### config.mk
export PLATFORM = sky130hd
export DESIGN_NAME = fifo_drain_arbiter
export DESIGN_NICKNAME = d
export VERILOG_FILES = /design/src/rtl/fifo_drain_arbiter.sv
export SDC_FILE = /design/constraint.sdc
export NUM_CORES = 1
export LEC_CHECK = 0
export ABC_AREA = 0
export BUFFER_PORTS_ARGS = -buffer_cell sky130_fd_sc_hd__buf_4
export CAP_MARGIN = 40
export CORE_ASPECT_RATIO = 0.7
export CORE_MARGIN = 4
export CORE_UTILIZATION = 45
export DETAILED_ROUTE_END_ITERATION = 10
export GPL_TIMING_DRIVEN = 1
export PLACE_DENSITY = 0.78
export SLEW_MARGIN = 20
export SYNTH_ARGS = -nofsm -noshare
export SYNTH_HDL_FRONTEND = slang
export SYNTH_SLANG_ARGS = --single-unit
### constraint.sdc
create_clock -name clk -period 2.4 [get_ports clk]
set_input_delay 0.12 -clock clk [delete_from_list [all_inputs] [get_ports clk]]
set_output_delay 0.12 -clock clk [all_outputs]
set_load 0.02 [all_outputs]
### src/rtl/fifo_drain_arbiter.sv
// Read-side controller for a bank of FIFOs: programs their thresholds, pops them
// round-robin and forwards each word to a single downstream FIFO write port.
module fifo_drain_arbiter #(
  parameter int DATA_SIZE = 4,
  parameter int NUM_FIFOS = 4,
  parameter int SEL_W     = 2
) (
  input  logic                           clk,
  input  logic                           reset_L,
  input  logic                           init,
  input  logic [DATA_SIZE-1:0]           umb_af_in,
  input  logic [DATA_SIZE-1:0]           umb_ae_in,
  input  logic [NUM_FIFOS-1:0]           fifo_empty,
  input  logic [NUM_FIFOS-1:0]           fifo_error,
  input  logic [NUM_FIFOS*DATA_SIZE-1:0] fifo_data,
  input  logic                           down_almost_full,
  input  logic                           down_full,
  output logic [DATA_SIZE-1:0]           umb_almost_full,
  output logic [DATA_SIZE-1:0]           umb_almost_empty,
  output logic [NUM_FIFOS-1:0]           pop,
  output logic                           push_out,
  output logic [DATA_SIZE-1:0]           data_out,
  output logic [4:0]                     state,
  output logic                           idle_out,
  output logic                           error_out
);

  typedef enum logic [4:0] {
    S_RESET  = 5'b00001,
    S_INIT   = 5'b00010,
    S_IDLE   = 5'b00100,
    S_ACTIVE = 5'b01000,
    S_ERROR  = 5'b10000
  } state_t;

  state_t           cur, nxt;
  logic [SEL_W-1:0] gnt, sel, cand, idx1;
  logic             found, v1, busy, err_hit;

  assign state   = cur;
  assign busy    = v1 | push_out;
  assign err_hit = (|fifo_error) | (down_full & push_out);

  // NOTE: sequential state uses non-blocking assignments so every register
  // samples the pre-edge values, independent of process ordering.
  always_ff @(posedge clk) begin
    if (!reset_L) cur <= S_RESET;
    else          cur <= nxt;
  end

  // NOTE: every combinational output gets a default first so no path leaves it
  // unassigned, which would otherwise infer a latch.
  always_comb begin
    nxt = cur;
    unique case (cur)
      S_RESET:  nxt = S_INIT;
      S_INIT:   if (!init) nxt = S_IDLE;
      S_IDLE:   if (init) nxt = S_INIT;
                else if (!(&fifo_empty)) nxt = S_ACTIVE;
      S_ACTIVE: if (init) nxt = S_INIT;
                else if ((&fifo_empty) && !busy) nxt = S_IDLE;
      S_ERROR:  nxt = S_ERROR;
      default:  nxt = S_RESET;
    endcase
    if (cur != S_RESET && err_hit) nxt = S_ERROR;
  end

  // Round-robin search: first non-empty FIFO after the last granted one.
  always_comb begin
    sel   = gnt;
    cand  = gnt;
    found = 1'b0;
    for (int i = 1; i <= NUM_FIFOS; i++) begin
      cand = gnt + SEL_W'(i);
      if (!found && !fifo_empty[cand]) begin
        sel   = cand;
        found = 1'b1;
      end
    end
  end

  // The two-stage pipeline bounds in-flight words to 2, so stalling new pops on
  // almost_full alone keeps the downstream slack sufficient.
  always_comb begin
    pop = '0;
    if (cur == S_ACTIVE && found && !down_almost_full) pop[sel] = 1'b1;
    idle_out = (cur == S_IDLE) && (&fifo_empty) && !busy;
  end

  always_ff @(posedge clk) begin
    if (!reset_L) begin
      umb_almost_full  <= '0;
      umb_almost_empty <= '0;
      gnt              <= SEL_W'(NUM_FIFOS - 1);
      v1               <= 1'b0;
      idx1             <= '0;
      push_out         <= 1'b0;
      data_out         <= '0;
      error_out        <= 1'b0;
    end else begin
      if (cur == S_INIT) begin
        umb_almost_full  <= umb_af_in;
        umb_almost_empty <= umb_ae_in;
      end
      if (|pop) gnt <= sel;
      // Entering or staying in ERROR flushes the pipeline without a push.
      if (nxt == S_ERROR) begin
        v1        <= 1'b0;
        push_out  <= 1'b0;
        error_out <= 1'b1;
      end else begin
        v1       <= |pop;
        idx1     <= sel;
        push_out <= v1;
        if (v1) data_out <= fifo_data[idx1*DATA_SIZE +: DATA_SIZE];
      end
    end
  end

endmodule

* After elaboration in Yosys (flattened, before gate mapping) *
Cells that the tools add are included.

word-level totals
  bits in registers = 24
  bits of input ports = 37
  output and inout bits = 24
  word-level logic and storage cells = 79

operators by class
  order comparisons = 6
  reductions and logical operators = 22
  bitwise logic cells = 5
  shifts and indexed selects = 1
  eq/ne operators = 7
  $add $sub $neg = 3
  mux-type cells = 26

operator list
  operator                                                           number
  2-to-1 mux 5 bit                                                   6
  case mux 5 bit (5 select lines)                                    1
  indexed part select 16 x 5 -> 4 bit                                1
  less-than comparator 2 x 3 -> 1 bit, second input constant         5
  == test 5 bit, second input constant                               2
  logical AND 1 bit                                                  10
  2-to-1 mux 1 bit                                                   9
  binary-select mux 1 bit (select 2 bit)                             4
  2-to-1 mux 2 bit                                                   4
  OR reduction 4 bit                                                 2
  zero test 1 bit                                                    7
  == test 5 x 1 -> 1 bit, second input constant                      1
  == test 5 x 2 -> 1 bit, second input constant                      1
  == test 5 x 3 -> 1 bit, second input constant                      1
  == test 5 x 4 -> 1 bit, second input constant                      1
  inequality test 5 x 1 -> 1 bit, second input constant              1
  adder 2 bit, second input constant                                 2
  2-to-1 mux 4 bit                                                   1
  AND reduction 4 bit                                                1
  adder 2 x 1 -> 2 bit, second input constant                        1
  demux 1 bit (select 2 bit)                                         1
  greater-or-equal comparator 2 x 1 -> 1 bit, second input constant  1
  NOT 1 bit                                                          2
  bitwise OR 1 bit                                                   2
  3 further kinds                                                    3

* Logic depth before layout (Yosys ltp) *
Gate-level depths: netlist of the first run.

  word-level depth = 18
  gate-level depth with buffers = 5
  mapped depth without buffers = 4

* Least setup slack after synthesis of the first run *
No wires, ideal clock.

  kind = register -> output
  from = register cur[4], in the netlist state[4]
  to = output port pop[2]
  required time = 2.280 ns
  stages on the path, launching flop included = 6
  path buffers = 1
  slack = 0.477 ns
  data arrival time = 1.803 ns
  path through = dfxtp_1 > buf_6 > or4b_4 > nor4_4 > nand2_1 > nor2_1

between the ends
  word-level cells in the longest chain between the ends = 4

ends and longest elaborated chain
  element                         line  source
  start: declaration              36    state_t cur, nxt;
  start signal: assignment        48    else cur <= nxt;
  == test 5 x 4 -> 1 bit          86    if (cur == S_ACTIVE && found && !down_almost_full) pop[sel] = 1'b1;
  logical AND 1 bit (2 in a row)  86
  2-to-1 mux 4 bit                86
  end: declaration                20    output logic [NUM_FIFOS-1:0] pop,

No other way between the ends.

* Final worst setup path of the first run *
Same ends and word-level chain as after synthesis.

==> run metrics, run 1 <==
initial antenna violation count=0; diode count=0; gpl congestion=between 0.7 and 0.8; overall die area=between 3000 and 4000 sq um; Post-synth EDFFs=0; sequential area share after synthesis=between 30% and 40%; Yosys top cell by area=dfxtp_1; non-filler instance count after layout=227; H-tree depth=1; r2r setup slk=0.56 ns; reg2reg start=state[4]; Max Slew Vio Count=0; # DRC=0; Arr. time, crit path=about 2.1 ns; Post-Route Skew=0.00102 ns; Post-CTS Hold Fix Bufs=0; drt pass-1 iters=4; met1 usage=around 22%; leading register cell type out of synthesis=dfxtp_1; Reg2Reg Depth=4; WHS Endpoint=umb_almost_empty[2]; antenna viol nets, final=0; RSZ-0062 raised after global routing=no; hold path startpoint=umb_ae_in[2]; max_cap viols=0; Starting Density=between 40% and 50%; HP Class=in2reg; most common cell after layout, fill and taps aside=buf_4; Netlist cell types=46; delay-heaviest family, CP=simple AND/OR/NAND/NOR gates; Clk pin slew, worst setup/hold paths=roughly 0.080 ns; share of cells above drive strength 1=approximately two fifths; root cell of the clock tree=clkbuf_8; outcome=completed; WP buf/inv=1; Final setup viols=0; pin count of the biggest net entering global routing=17; Ports=61; Worst path depth=5; clock sink count=24; vias in the first global route=around 1,200; Mapped Nets=172; Slew @ Worst Pin=0.669 ns; crit start category=flip-flop; TNS Setup=0 ns; I/O Buffers=60; vias per cell=5.46; fmax=about 0.45 GHz; Crit Path Category=reg2out; Syn Inst Count=between 100 and 150; postcts setup bufs=0; area of the core=around 2600 sq um; Die W=71.6 microns; Worst Setup End Kind=output port; CTS Buf Count=3; Post-Syn Area=~1300 sq um; most frequent cells in the layout=61 x buf_4, 24 x dfxtp_1, 20 x nor2_1; synth warn=0; CTS resizes=0; nets@finish=231; synthesis-to-finish area growth=42.6%; grt met3 use=4.60%; Row Count=15; initial DRC count=81; Die H=around 52 microns; area share of the largest cell type after synthesis=a little under two fifths; Synth Register Bits=24; Worst EP required=between 2 and 2.5 ns; Fin Hold WS=around 0.09 ns; TritonCTS clock tree=built; Slew Limit Headroom=a little under three fifths; worst skew pair latency=between 0.2 and 0.3 ns; Fill cells=205; Bufs on Longest Clock Path=2; grt met2 use=between 30 and 40%; PwrDens=roughly 550 nW/um^2; reg2reg end=gnt[0]; CP max-delay cell=or4b_4; peak supply drop=slightly above 0.4 mV; Setup WS pre-CTS=0.487 ns; min Tclk post-route=approximately 2.2 ns; GRT Overall Usage=about a fifth; Leak=between 0.8 and 0.9 nW; synth top area cells=dfxtp_1 38%, mux2i_1 10%, mux4_2 7.1%; final wirelength=around 3500 microns; placed insts=between 200 and 250; Overflow after GRT=0; Final Hold Fails=0; hold path depth=3; Setup WS post-layout=0.200 ns; max incr delay on CP=between 0.6 and 0.7 ns; global-route wire length before repair=about 5500 microns; CP max FO=9; mean routed wirelength per cell=about 15 microns; ys async rst share=0%; CP Cell Sequence=or4b_4 -> nor4_4 -> nand2_1 -> nor2_1 -> buf_4; fin util=70.6%; Final period util=91.7%; HPWL Detailed=2830 microns; via count=approximately 1,200; most crowded layer after global routing=met2; Avg Inst Size Synth=about 9.4 sq um
[worst max-delay path by stage]
stage,start,to,slack (ns)
2_1_floorplan,state[4],pop[2],0.48
3_3_place_gp,state[4],pop[2],0.57
3_5_place_dp,state[4],pop[2],0.49
4_1_cts,state[4],pop[2],0.19
5_1_grt,state[4],pop[2],0.05
6_report,state[4],pop[2],0.20
[routing by layer]
layer,wire (microns),vias up
met3,283,2
met1,1390,564
met5,0,-
li1,-,613
met2,1770,61
met4,23,0
[worst min-delay path, cell delays in order]
cell and delay, ns:
buf_4 0.08, mux2i_1 0.05, nor2_1 0.07
[layout make-up]
class / count / area, sq um / area share [%]
well taps: 34 / 42.5 / 2.34
inverters: 2 / 7.51 / 0.414
clock inverters: 1 / 30.0 / 1.66
multi-input cells: 102 / 754 / 41.6
flip-flops and latches: 24 / 480 / 26.5
clock buffers: 3 / 41.3 / 2.28
repair buffers: 61 / 458 / 25.2
[cell usage after synthesis (2+ instances only)]
| cell type | n |
|---|---|
| dfxtp_1 | 24 |
| nor2_1 | 20 |
| mux2i_1 | 13 |
| nand2_1 | 9 |
| mux4_2 | 4 |
| nand2b_1 | 4 |
| nand3_1 | 4 |
| nor4_1 | 4 |
| a21oi_1 | 3 |
| and3_1 | 3 |
| clkbuf_1 | 3 |
| nor2b_1 | 3 |
| o21a_1 | 3 |
| buf_2 | 2 |
| inv_1 | 2 |
| nor3_1 | 2 |
| o21ai_1 | 2 |
| o311ai_1 | 2 |
[registers in the layout (all words and copies together) (netlist names)]
register / flops
gnt: 2
umb_almost_full: 4
state: 5
umb_almost_empty: 4
v1: 1
data_out: 4
error_out: 1
push_out: 1
idx1: 2
[per-stage QoR]
step | power (mW) | instance area [sq um]
after floorplan | 0.575 | 1270
after global placement | 0.655 | 1740
after detailed placement | 0.666 | 1740
after CTS | 1.01 | 1810
after global routing | 1.06 | 1810
final | 1.01 | 1810
[power breakdown]
part | switching [mW] | internal (mW) | leakage, nW | total, mW
clock | 0.127 | 0.223 | 0.0357 | 0.349
sequential | 0.0302 | 0.415 | 0.195 | 0.445
combinational | 0.0960 | 0.115 | 0.594 | 0.211
total | 0.253 | 0.753 | 0.825 | 1.01
[cell families after synthesis]
| group | synth area share [%] |
|---|---|
| AO/OA/AOI/OAI | 14.3 |
| AND/OR/NAND/NOR | 26.5 |
| buffers and inverters | 3.44 |
| multiplexers | 17.3 |
| flip-flops | 37.8 |
| XOR/XNOR | 0.688 |
No activity file was read; power rests on OpenSTA's default activity.
==> inputs of run 2 (changes only) <==
- CORE_ASPECT_RATIO: 0.7 -> not set
==> run 2 against run 1 <==
- final cell count fell by 1.3%
- non-clock buffer count did not move
- flip-flop and latch count did not move
- critical endpoint is now pop[3]
- worst hold slack got worse by 0.054 ns
- sequential power barely moved
- combinational power barely moved
- core utilization fell by 5.6 points
- first-iteration DRC count fell by 41%
- die area fell by 0.36%
- register-to-register slack improved by 0.02 ns
==> run metrics, run 2 (synthesized netlist as in run 1, its figures left out) <==
most frequent cells in the layout=61 x buf_4, 24 x dfxtp_1, 20 x nor2_1; multi-input combinational cell area=~750 sq um; WHS Endpoint=umb_almost_full[3]; gpl congestion=slightly below 0.8; placed insts=between 200 and 250; share of cells above drive strength 1=between 30% and 40%; Die W=about 61 microns; diode count=0; crit start category=flip-flop; postcts setup bufs=0; Final Hold Fails=0; pin count of the biggest net entering global routing=17; Crit Path Category=reg2out; TritonCTS clock tree=built; final wirelength=around 3200 microns; worst skew pair latency=just over 0.3 ns; GRT Overall Usage=a little under a fifth; synthesis-to-finish area growth=39.5%; hold path depth=3; Die H=~60 microns; Leak=slightly above 0.8 nW; Clk pin slew, worst setup/hold paths=0.12 ns; HP Class=in2reg; Row Count=19; most common cell after layout, fill and taps aside=buf_4; reg2reg end=gnt[0]; # DRC=0; register area=between 400 and 500 sq um; drt pass-1 iters=4; hold path startpoint=umb_af_in[3]; Worst EP required=between 2 and 2.5 ns; global-route wire length before repair=~5100 microns; vias per cell=between 5 and 6; non-filler instance count after layout=around 220; Worst Setup End Kind=output port; RSZ-0062 raised after global routing=no; fmax=0.451 GHz; Max Slew Vio Count=0; antenna viol nets, final=0; Arr. time, crit path=between 2 and 2.5 ns; initial antenna violation count=0; CTS resizes=0; r2r setup slk=a little under 0.6 ns; CP max-delay cell=or4b_4; Overflow after GRT=0; HPWL Detailed=~2600 microns; TNS Setup=0 ns; max_cap viols=0; Largest register FFs=5; peak supply drop=approximately 0.37 mV; outcome=completed; via count=around 1,200; clock sink count=24; I/O Buffers=60; Post-Route Skew=~0.0042 ns; reg2reg start=state[4]; CTS Buf Count=3; Final setup viols=0; nets@finish=231; Worst setup startpoint=state[4]; min Tclk post-route=roughly 2.2 ns; initial DRC count=between 40 and 50; root cell of the clock tree=clkbuf_4; Reg2Reg Depth=4; CP max FO=9; vias in the first global route=around 1,200; max incr delay on CP=0.61 ns; Fill cells=234; Post-CTS Hold Fix Bufs=0; mean routed wirelength per cell=approximately 14 microns; Ports=61; Slew Limit Headroom=between 50% and 60%; Slew @ Worst Pin=0.656 ns; overall die area=roughly 3700 sq um; area of the core=around 2700 sq um; CP Cell Sequence=or4b_4 -> nor4_4 -> nand2_1 -> nor2_1 -> buf_4; Starting Density=46.5%; Final period util=slightly above 90%; Bufs on Longest Clock Path=2; PwrDens=approximately 500 nW/um^2; H-tree depth=1
-- run 2: cell count changes in the layout (fill, tap and decap cells not counted) --
| cell | previous run | this run |
|---|---|---|
| clkbuf_4 | 0 | 3 |
| clkbuf_8 | 3 | 1 |
| bufinv_16 | 1 | 0 |
-- run 2: worst max path at each step --
stage	cells after the start	slack, ns	to
final	5	0.18	pop[3]
after global routing	5	0.03	pop[3]
after CTS	5	0.17	pop[3]
after detailed placement	5	0.54	pop[3]
after global placement	5	0.59	pop[3]
after floorplan	5	0.48	pop[2]
-- run 2: critical path, delay by kind of cell, from the launching register on --
family | cells | cell delay (ns)
and+or+nand+nor | 4 | 1.19
buffers and inverters | 1 | 0.15
DFF | 1 | 0.45
-- run 2: area by class of cell --
| cell class | count | area share (%) |
|---|---|---|
| flip-flops and latches | 24 | 27.1 |
| well taps | 31 | 2.18 |
| inverters | 2 | 0.423 |
| multi-input cells | 102 | 42.5 |
| clock buffers | 4 | 2.04 |
| repair buffers | 61 | 25.8 |
-- run 2: per-layer routing --
metal	share of wire [%]	global-route usage, %
met4	0.68	3.72
met2	53	32.0
met3	6.2	5.03
met1	40	21.7
met5	0	0
-- run 2: report_power, final --
part,switching (mW),internal (mW)
combinational,0.0947,0.115
clock,0.118,0.0927
sequential,0.0273,0.415
total,0.240,0.623
-- run 2: per-stage QoR --
step           hold slack (ns)  cell area (sq um)  utilization (%)  setup slack, ns  power (mW)
2_1_floorplan            0.267               1270                -            0.477       0.575
5_1_grt                 0.0289               1780             64.9           0.0297       0.913
3_3_place_gp             0.352               1740             63.6            0.588       0.655
6_report                0.0364               1780             64.9            0.183       0.864
3_5_place_dp             0.367               1740             63.6            0.539       0.662
4_1_cts                 0.0303               1780             64.9            0.169       0.873
